File: src/rtl/counter_ctrl_pkg.sv
// Shared types and default widths for the counter_ctrl interval timer.
package counter_ctrl_pkg;

  localparam int BW_DEFAULT = 8;
  localparam int PW_DEFAULT = 4;

  typedef enum logic [1:0] {
    ST_IDLE  = 2'd0,
    ST_ARMED = 2'd1,
    ST_RUN   = 2'd2,
    ST_DONE  = 2'd3
  } state_e;

endpackage

File: src/rtl/counter_ctrl_prescaler.sv
// Prescaler for counter_ctrl: counts 0..prescale_i and emits a one-cycle
// step when the count matches. clr_i has priority over en_i; en_i low holds.
module counter_ctrl_prescaler #(
  parameter int PW = 4
) (
  input  logic          clk_i,
  input  logic          rst_ni,
  input  logic          clr_i,
  input  logic          en_i,
  input  logic [PW-1:0] prescale_i,
  output logic          step_o
);

  localparam logic [PW-1:0] PS_ONE = {{(PW-1){1'b0}}, 1'b1};

  logic [PW-1:0] cnt_q;
  logic [PW-1:0] cnt_d;
  logic          match;

  assign match  = (cnt_q == prescale_i);
  assign step_o = en_i && !clr_i && match;

  // Next prescaler value: clear, wrap on match, or increment when enabled.
  always_comb begin
    cnt_d = cnt_q;
    if (clr_i) begin
      cnt_d = '0;
    end else if (en_i) begin
      cnt_d = match ? '0 : (cnt_q + PS_ONE);
    end
  end

  // Prescaler count register.
  always_ff @(posedge clk_i or negedge rst_ni) begin
    if (!rst_ni) begin
      cnt_q <= '0;
    end else begin
      cnt_q <= cnt_d;
    end
  end

endmodule

File: src/rtl/counter_ctrl.sv
// counter_ctrl: programmable interval timer controller (prescaler, down-count,
// one-shot or periodic). Optional macro COUNTER_CTRL_PAUSE_EN adds pause_i,
// which freezes the prescaler and count while in RUN.
//
// Config handshake: a transfer happens on a rising edge where
// cfg_valid_i && cfg_ready_o; cfg_ready_o is high only in IDLE and DONE, so
// offers made in ARMED or RUN are neither accepted nor consumed.
module counter_ctrl
  import counter_ctrl_pkg::*;
#(
  parameter int BW = BW_DEFAULT,
  parameter int PW = PW_DEFAULT
) (
  input  logic          clk_i,
  input  logic          rst_ni,
  input  logic          cfg_valid_i,
  output logic          cfg_ready_o,
  input  logic [BW-1:0] cfg_period_i,
  input  logic [PW-1:0] cfg_prescale_i,
  input  logic          cfg_periodic_i,
  input  logic          start_i,
  input  logic          stop_i,
`ifdef COUNTER_CTRL_PAUSE_EN
  input  logic          pause_i,
`endif
  output logic          busy_o,
  output logic          tick_o,
  output logic          done_o,
  output logic [BW-1:0] count_o,
  output logic [1:0]    dbg_state_o
);

  localparam logic [BW-1:0] CNT_ONE = {{(BW-1){1'b0}}, 1'b1};

  state_e        state_q, state_d;
  logic [BW-1:0] period_q, period_d;
  logic [PW-1:0] prescale_q, prescale_d;
  logic          periodic_q, periodic_d;
  logic [BW-1:0] count_q, count_d;
  logic          tick_q, tick_d;
  logic          done_q, done_d;
  logic          ready_q, ready_d;
  logic          busy_q, busy_d;

  logic          run_adv;
  logic          ps_clr;
  logic          step;
  logic          cfg_fire;

`ifdef COUNTER_CTRL_PAUSE_EN
  assign run_adv = !pause_i;
`else
  assign run_adv = 1'b1;
`endif

  assign cfg_fire = cfg_valid_i && ready_q;
  // The prescaler restarts from 0 on every entry to RUN and on abort.
  assign ps_clr   = (state_q != ST_RUN) || stop_i;

  counter_ctrl_prescaler #(.PW(PW)) u_prescaler (
    .clk_i      (clk_i),
    .rst_ni     (rst_ni),
    .clr_i      (ps_clr),
    .en_i       ((state_q == ST_RUN) && run_adv),
    .prescale_i (prescale_q),
    .step_o     (step)
  );

  // Next-state, down-count and registered output values.
  always_comb begin
    state_d    = state_q;
    period_d   = period_q;
    prescale_d = prescale_q;
    periodic_d = periodic_q;
    count_d    = count_q;
    done_d     = done_q;
    tick_d     = 1'b0;

    unique case (state_q)
      ST_IDLE: begin
        if (cfg_fire) begin
          period_d   = cfg_period_i;
          prescale_d = cfg_prescale_i;
          periodic_d = cfg_periodic_i;
          count_d    = cfg_period_i;
          done_d     = 1'b0;
          state_d    = ST_ARMED;
        end
      end
      ST_ARMED: begin
        if (stop_i) begin
          count_d = '0;
          state_d = ST_IDLE;
        end else if (start_i) begin
          state_d = ST_RUN;
        end
      end
      ST_RUN: begin
        // Abort beats a coincident expiry: no tick, no done.
        if (stop_i) begin
          count_d = '0;
          state_d = ST_IDLE;
        end else if (step) begin
          if (count_q != '0) begin
            count_d = count_q - CNT_ONE;
          end else begin
            tick_d = 1'b1;
            if (periodic_q) begin
              count_d = period_q;
            end else begin
              done_d  = 1'b1;
              state_d = ST_DONE;
            end
          end
        end
      end
      ST_DONE: begin
        if (stop_i) begin
          done_d  = 1'b0;
          state_d = ST_IDLE;
        end else if (cfg_fire) begin
          period_d   = cfg_period_i;
          prescale_d = cfg_prescale_i;
          periodic_d = cfg_periodic_i;
          count_d    = cfg_period_i;
          done_d     = 1'b0;
          state_d    = ST_ARMED;
        end else if (start_i) begin
          count_d = period_q;
          done_d  = 1'b0;
          state_d = ST_RUN;
        end
      end
      default: begin
        state_d = ST_IDLE;
      end
    endcase

    ready_d = (state_d == ST_IDLE) || (state_d == ST_DONE);
    busy_d  = (state_d == ST_RUN);
  end

  // State, configuration and output registers.
  always_ff @(posedge clk_i or negedge rst_ni) begin
    if (!rst_ni) begin
      state_q    <= ST_IDLE;
      period_q   <= '0;
      prescale_q <= '0;
      periodic_q <= 1'b0;
      count_q    <= '0;
      tick_q     <= 1'b0;
      done_q     <= 1'b0;
      ready_q    <= 1'b1;
      busy_q     <= 1'b0;
    end else begin
      state_q    <= state_d;
      period_q   <= period_d;
      prescale_q <= prescale_d;
      periodic_q <= periodic_d;
      count_q    <= count_d;
      tick_q     <= tick_d;
      done_q     <= done_d;
      ready_q    <= ready_d;
      busy_q     <= busy_d;
    end
  end

  assign cfg_ready_o = ready_q;
  assign busy_o      = busy_q;
  assign tick_o      = tick_q;
  assign done_o      = done_q;
  assign count_o     = count_q;
  assign dbg_state_o = state_q;

endmodule

File: config.mk
export PLATFORM = sky130hd
export DESIGN_NAME = counter_ctrl
export DESIGN_NICKNAME = d
export VERILOG_FILES = /design/src/rtl/counter_ctrl_pkg.sv /design/src/rtl/counter_ctrl_prescaler.sv /design/src/rtl/counter_ctrl.sv
export SDC_FILE = /design/constraint.sdc
export NUM_CORES = 1
export LEC_CHECK = 0
export CAP_MARGIN = 10
export CORE_MARGIN = 3
export CORE_UTILIZATION = 57
export DETAILED_ROUTE_END_ITERATION = 16
export GPL_TIMING_DRIVEN = 0
export HOLD_SLACK_MARGIN = 0.02
export PLACE_DENSITY = 0.89
export SYNTH_ARGS = -nofsm -noshare
export SYNTH_HDL_FRONTEND = slang
export SYNTH_SLANG_ARGS = --single-unit
File: constraint.sdc
create_clock -name clk_i -period 7 [get_ports clk_i]
set_input_delay 0.7 -clock clk_i [delete_from_list [all_inputs] [get_ports clk_i]]
set_output_delay 0.7 -clock clk_i [all_outputs]
set_load 0.005 [all_outputs]
# --- Word level (Yosys, flattened, before mapping) ---
# Cells that the tools add are included.
# W data, S select, Z words.
op_classes:
  multipliers: 0
  n_reduce_logical: 15
  add_sub_neg: 2
  order_cmp: 0
  div_mod_pow: 0
  n_shift: 0
  mux: 45
  eq_ne: 18
  n_bitwise: 0
ops:
  columns: ["operator", "n"]
  rows:
  - ["$mux W8", 11]
  - ["$pmux W8 S4", 1]
  - ["$mux W4", 5]
  - ["$mux W2", 9]
  - ["$ne A2 B2 Y1 const B", 8]
  - ["$pmux W8 S2", 1]
  - ["$mux W1", 14]
  - ["$eq A2 B2 Y1 const B", 4]
  - ["$ne A4 B4 Y1 const B", 2]
  - ["$pmux W2 S4", 1]
  - ["$pmux W4 S2", 1]
  - ["$reduce_bool A8 Y1", 1]
  - ["$sub A8 B1 Y8 const B", 1]
  - ["$reduce_and A7 Y1", 1]
  - ["$ne A3 B3 Y1 const B", 2]
  - ["$reduce_and A6 Y1", 1]
  - ["$add A4 B1 Y4 const B", 1]
  - ["$eq A4 B4 Y1", 1]
  - ["$logic_not A2 Y1", 2]
  - ["$reduce_bool A2 Y1", 2]
  - ["$logic_and A1 B1 Y1", 3]
  - ["$pmux W1 S3", 1]
  - ["$reduce_bool A3 Y1", 1]
  - ["$eq A2 B1 Y1 const B", 1]
  - ["4 further kinds", 5]
totals:
  reg_bits: 31
  elab_cells: 90
  mem_bits_rw: 0
  latch_bits: 0
  out_inout_bits: 14
  memories: 0
  romBits: 0
  inputBits: 18

# --- Logic depth before layout (Yosys ltp) ---
depth:
  ltp_word: 10
  mapped_depth: 8
  depth_no_buf: 8

# --- Hierarchy ---
# From an unflattened synthesis, not the netlist that was laid out.
hier_totals:
  cells_unflattened: 189
  area_unflattened_um2: 1869.3
modules_own_cells:
  columns: ["module", "n_inst", "area_per_inst_um2", "seq_area_each_um2", "cells_each"]
  rows:
  - ["counter_ctrl", 1, 1587.8, 676.9, 161]
  - ["counter_ctrl_prescaler", 1, 281.5, 100.1, 28]

# --- Worst setup path before layout ---
# OpenSTA, ideal clock, no wires.
synth_timing:
  path_type: "reg-to-reg"
  from: "reg state_q[0], in the netlist dbg_state_o[0]"
  to: "reg ready_q, in the netlist cfg_ready_o"
  t_required_ns: 6.917
  stages_incl_launch_ff: 9
  slack_ns: 4.528
  path_buffers: 0
  period_less_slack_ns: 2.472
  arrival_time_ns: 2.389
  setup_ns: 0.083
  path_cell_list: "dfrtp_1 inv_1 ha_1 or4bb_1 nor4_2 nor2b_1 nor4_1 or3_1 ha_1"
synth_via:
  elab_chain_len: 10
  elab_cells_between_ends: 22
  cone_classes: "eq/ne (5); mux (10); reduce/logical (7)"
synth_rtl:
  columns: ["item", "line", "rtl"]
  rows:
  - ["start, declared", "counter_ctrl.sv:35", "state_e state_q, state_d;"]
  - ["start signal, assigned", "counter_ctrl.sv:156", "state_q <= state_d;"]
  - ["$ne A2 B2 Y1", "counter_ctrl.sv:58", "assign ps_clr = (state_q != ST_RUN) || stop_i;"]
  - ["$logic_or A1 B1 Y1", "counter_ctrl.sv:58", null]
  - ["$logic_not A1 Y1", "counter_ctrl_prescaler.sv:21", "assign step_o = en_i && !clr_i && match;"]
  - ["$logic_and A1 B1 Y1 (2 in series)", "counter_ctrl_prescaler.sv:21", null]
  - ["$mux W2", "counter_ctrl.sv:103", "end else if (step) begin"]
  - ["$mux W2", "counter_ctrl.sv:100", "if (stop_i) begin"]
  - ["$pmux W2 S4 *", "counter_ctrl.sv:79", "unique case (state_q)"]
  - ["$eq A2 B2 Y1 / $logic_not A2 Y1 (equally long branches)", "counter_ctrl.sv:139", "ready_d = (state_d == ST_IDLE) || (state_d == ST_DONE);"]
  - ["$logic_or A1 B1 Y1 *", "counter_ctrl.sv:139", null]
  - ["net ready_d", "counter_ctrl.sv:42", "logic ready_q, ready_d;"]
  - ["end signal, assigned", "counter_ctrl.sv:163", "ready_q <= ready_d;"]
  - ["end, declared", "counter_ctrl.sv:42", null]
# Mark *: on every way through the listed nets, which the timed path passes. The rest lies on a longest branch.
# A chain may end at the register's enable or synchronous reset.

# --- Worst setup path after layout ---
layout_timing:
  from: "in stop_i"
  to: "reg ready_q, in the netlist cfg_ready_o"
layout_via:
  elab_chain_len: 9
  elab_cells_between_ends: 12
  cone_classes: "eq/ne (1); mux (5); reduce/logical (6)"
layout_rtl:
  columns: ["item", "line", "rtl"]
  rows:
  - ["start, declared", "counter_ctrl.sv:22", "input logic stop_i,"]
  - ["$logic_or A1 B1 Y1", "counter_ctrl.sv:58", null]
  - ["$logic_not A1 Y1", "counter_ctrl_prescaler.sv:21", null]
  - ["$logic_and A1 B1 Y1 (2 in series)", "counter_ctrl_prescaler.sv:21", null]
  - ["$mux W2", "counter_ctrl.sv:103", null]
  - ["$mux W2", "counter_ctrl.sv:100", null]
  - ["$pmux W2 S4 *", "counter_ctrl.sv:79", null]
  - ["$eq A2 B2 Y1 / $logic_not A2 Y1 (equally long branches)", "counter_ctrl.sv:139", null]
  - ["$logic_or A1 B1 Y1 *", "counter_ctrl.sv:139", null]
  - ["net ready_d", "counter_ctrl.sv:42", null]
# Marked as above.

==> results.toml <==
[die]
die_x_um = 64.4
die-height_um = 64.4
io_pins = 32
start_util_pct = 61.6
std_cell_rows = 20
die-area_sq_mm = 0.00414
core_sq_mm = 0.00315

[drt]
firstDrtPassIters = 4
wire_per_inst_um = 17.9
vias = 1670
vias_per_cell = 6.19
routed_wl_um = 4840
ant_nets = 0
drt_first_iter_violations = 132
drc = 0

[setup_path]
arrival_ns = 3.32
reg2reg_depth = 8
critPathLaunchType = "primary input"
r2r_start = "dbg_state_o[0]"
critPathCaptureType = "flip-flop"
timing.rr.end = "cfg_ready_o"
crit_required_ns = 7.27
r2r_slack_ns = 4.03
crit_type = "primary input to flip-flop"
critical_path_peak_fanout = 7

[cts]
cts_tree = "done"
clk_pin_slew_ns = 0.10
cts_resized = 0
cts_hold_buf = 0
clock_path_buffers = 2
post_cts_buffers = 0
numCtsBuffers = 5
clock-sinks = 31
root_buffer = "clkbuf_4"
htreeDepth = 2
clkLatencyLatePin_ns = 0.34

[yosys]
synth_edf_count = 0
synth_ff_type = "dfrtp_1"
syn_area_sq_mm = 0.00194
synth_warnings = 0
ys_seq_area_share_pct = 40.0
ys_seq_elements = 31
synth_common_cells = "dfrtp_1, mux2_2, nand2_1"
synth_largest_area_cell = "dfrtp_1"
synth_cell_types = 47
syn_nets = 213
synth_top_cell_area_share_pct = 38.7
yosysMostFrequentCell = "dfrtp_1"
synth_area_leaders = "dfrtp_1, mux2_2, ha_1, a21oi_1, mux2i_1"
async_reset_ff_share_pct = 100
avgSynthCellArea_sq_um = 10.4
netlist_instances = 187

[pwr]
peakVddDrop_mv = 0.228
power_density_mw_per_mm2 = 410
power_uw = 981
leakagePower_uw = 0.00102

[sta]
finalHoldViolCount = 0
rsz0062_at_grt = "no"
tightest_slew_ns = 0.677
fmax_mhz = 329
finalSetupTns_ns = 0
finalSetupViolations = 0
slew_viol_final = 0
period_minus_slack_ns = 3.04
fin_crit_sh_pct = 43.4
clock_skew_ns = 0.00696
relSlewSlack_pct = 54.7

[cells_and_area]
syn2layout_area_growth_pct = 23.1
drive_gt1_share_pct = 17.3
nets = 252
antenna_cells = 0

[global_routing]
antenna_found_initial = 0
grt_overflow = 0
grt_pass1_wl_um = 8380
grt_pass1_vias = 1759
met1_usage_pct = 32.2
busiest_layer = "met2"
grt_util_all_layers_pct = 26.4
use_met2_pct = 45.2
grt_util_met3_pct = 7.73
grt_max_degree = 20

[placed_design]
port_buffers = 31
dp_hpwl_um = 3690
routabilityCongestion = 0.923

[run_status]
outcome = "finished, final reports clean"

[min_path]
hold_path_depth = 1
min_to = "done_o"
hp-start = "done_o"
hp-class = "flip-flop to flip-flop"

[job]
max_cap_viol_count = 0
## per-stage QoR
| stage | util [%] | worst slack [ns] | hold WS, ns | cells | instance area, sq um |
|---|---|---|---|---|---|
| after global placement | 73.2 | 3.78 | 0.486 | 262 | 2310 |
| after detailed placement | 74.0 | 3.68 | 0.489 | 263 | 2330 |
| after CTS | 75.8 | 4.02 | 0.516 | 270 | 2390 |
| final | 75.8 | 3.96 | 0.515 | 270 | 2390 |
| after floorplan | - | 4.53 | 0.404 | 187 | 1940 |
| after global routing | 75.8 | 3.91 | 0.548 | 270 | 2390 |
## how the worst max path moves through the flow
| stage | startpoint | to | slack [ns] |
|---|---|---|---|
| floorplan | dbg_state_o[0] | cfg_ready_o | 4.53 |
| global placement | stop_i | cfg_ready_o | 3.78 |
| detailed placement | stop_i | cfg_ready_o | 3.68 |
| CTS | stop_i | cfg_ready_o | 4.02 |
| global route | stop_i | cfg_ready_o | 3.91 |
| finish | stop_i | cfg_ready_o | 3.96 |
## area by class of cell
class | count | area, sq um
tap | 44 | 55.1
sequential | 31 | 777
fill | 214 | 762
multi-input combinational | 140 | 1100
inverter | 8 | 30.0
clock inverter | 1 | 5.00
clock buffer | 6 | 51.3
buffer | 8 | 38.8
timing repair buffer | 32 | 338
## placed cells by master, fill, tap and decap left out, drive strengths merged, types with 6 or more instances in the layout
master          n
a21oi          10
nor2            6
mux2           22
inv             8
dfrtp          30
ha              8
clkdlybuf4s50  31
or3             6
nor2b           8
clkbuf         10
nand2          11
## power by group
part	switching, uW	leakage, uW	internal (uW)
sequential	82.2	0.000387	253
combinational	252	0.000602	285
clock	62.4	0.0000341	46.4
## cell families (layout without fill, tap and decap cells)
| kind of cell | after synthesis | after routing | share of synthesized area [%] |
|---|---|---|---|
| adders and majority gates | 8 | 8 | 5.15 |
| AOI/OAI and AO/OA | 38 | 38 | 14.4 |
| and+or+nand+nor | 58 | 58 | 17.1 |
| buffers and inverters | 16 | 55 | 3.54 |
| muxes | 27 | 27 | 15.7 |
| DFF | 31 | 31 | 40.0 |
| xor gates and xnor gates | 9 | 9 | 4.06 |
## flip-flops by register name, summed over array words and instances, names as in the netlist
signal and cells:
u_prescaler.cnt_q 4, done_o 1, periodic_q 1, dbg_state_o 2
period_q 8, count_o 8, cfg_ready_o 1, prescale_q 4
tick_o 1, busy_o 1
## critical path, stage by stage
cell             delay [ns]
clkdlybuf4s50_1        0.53
or4bb_1                0.59
nor4_2                 0.43
nor2b_1                0.28
nor4_1                 0.08
or3_1                  0.40
ha_1                   0.30
## routing by layer
layer	share of wire, %	wire, um
met4	2.1	104
met5	0	0
met2	51	2450
met3	7.7	373
met1	39	1910
(Power assumes the default switching activity.)
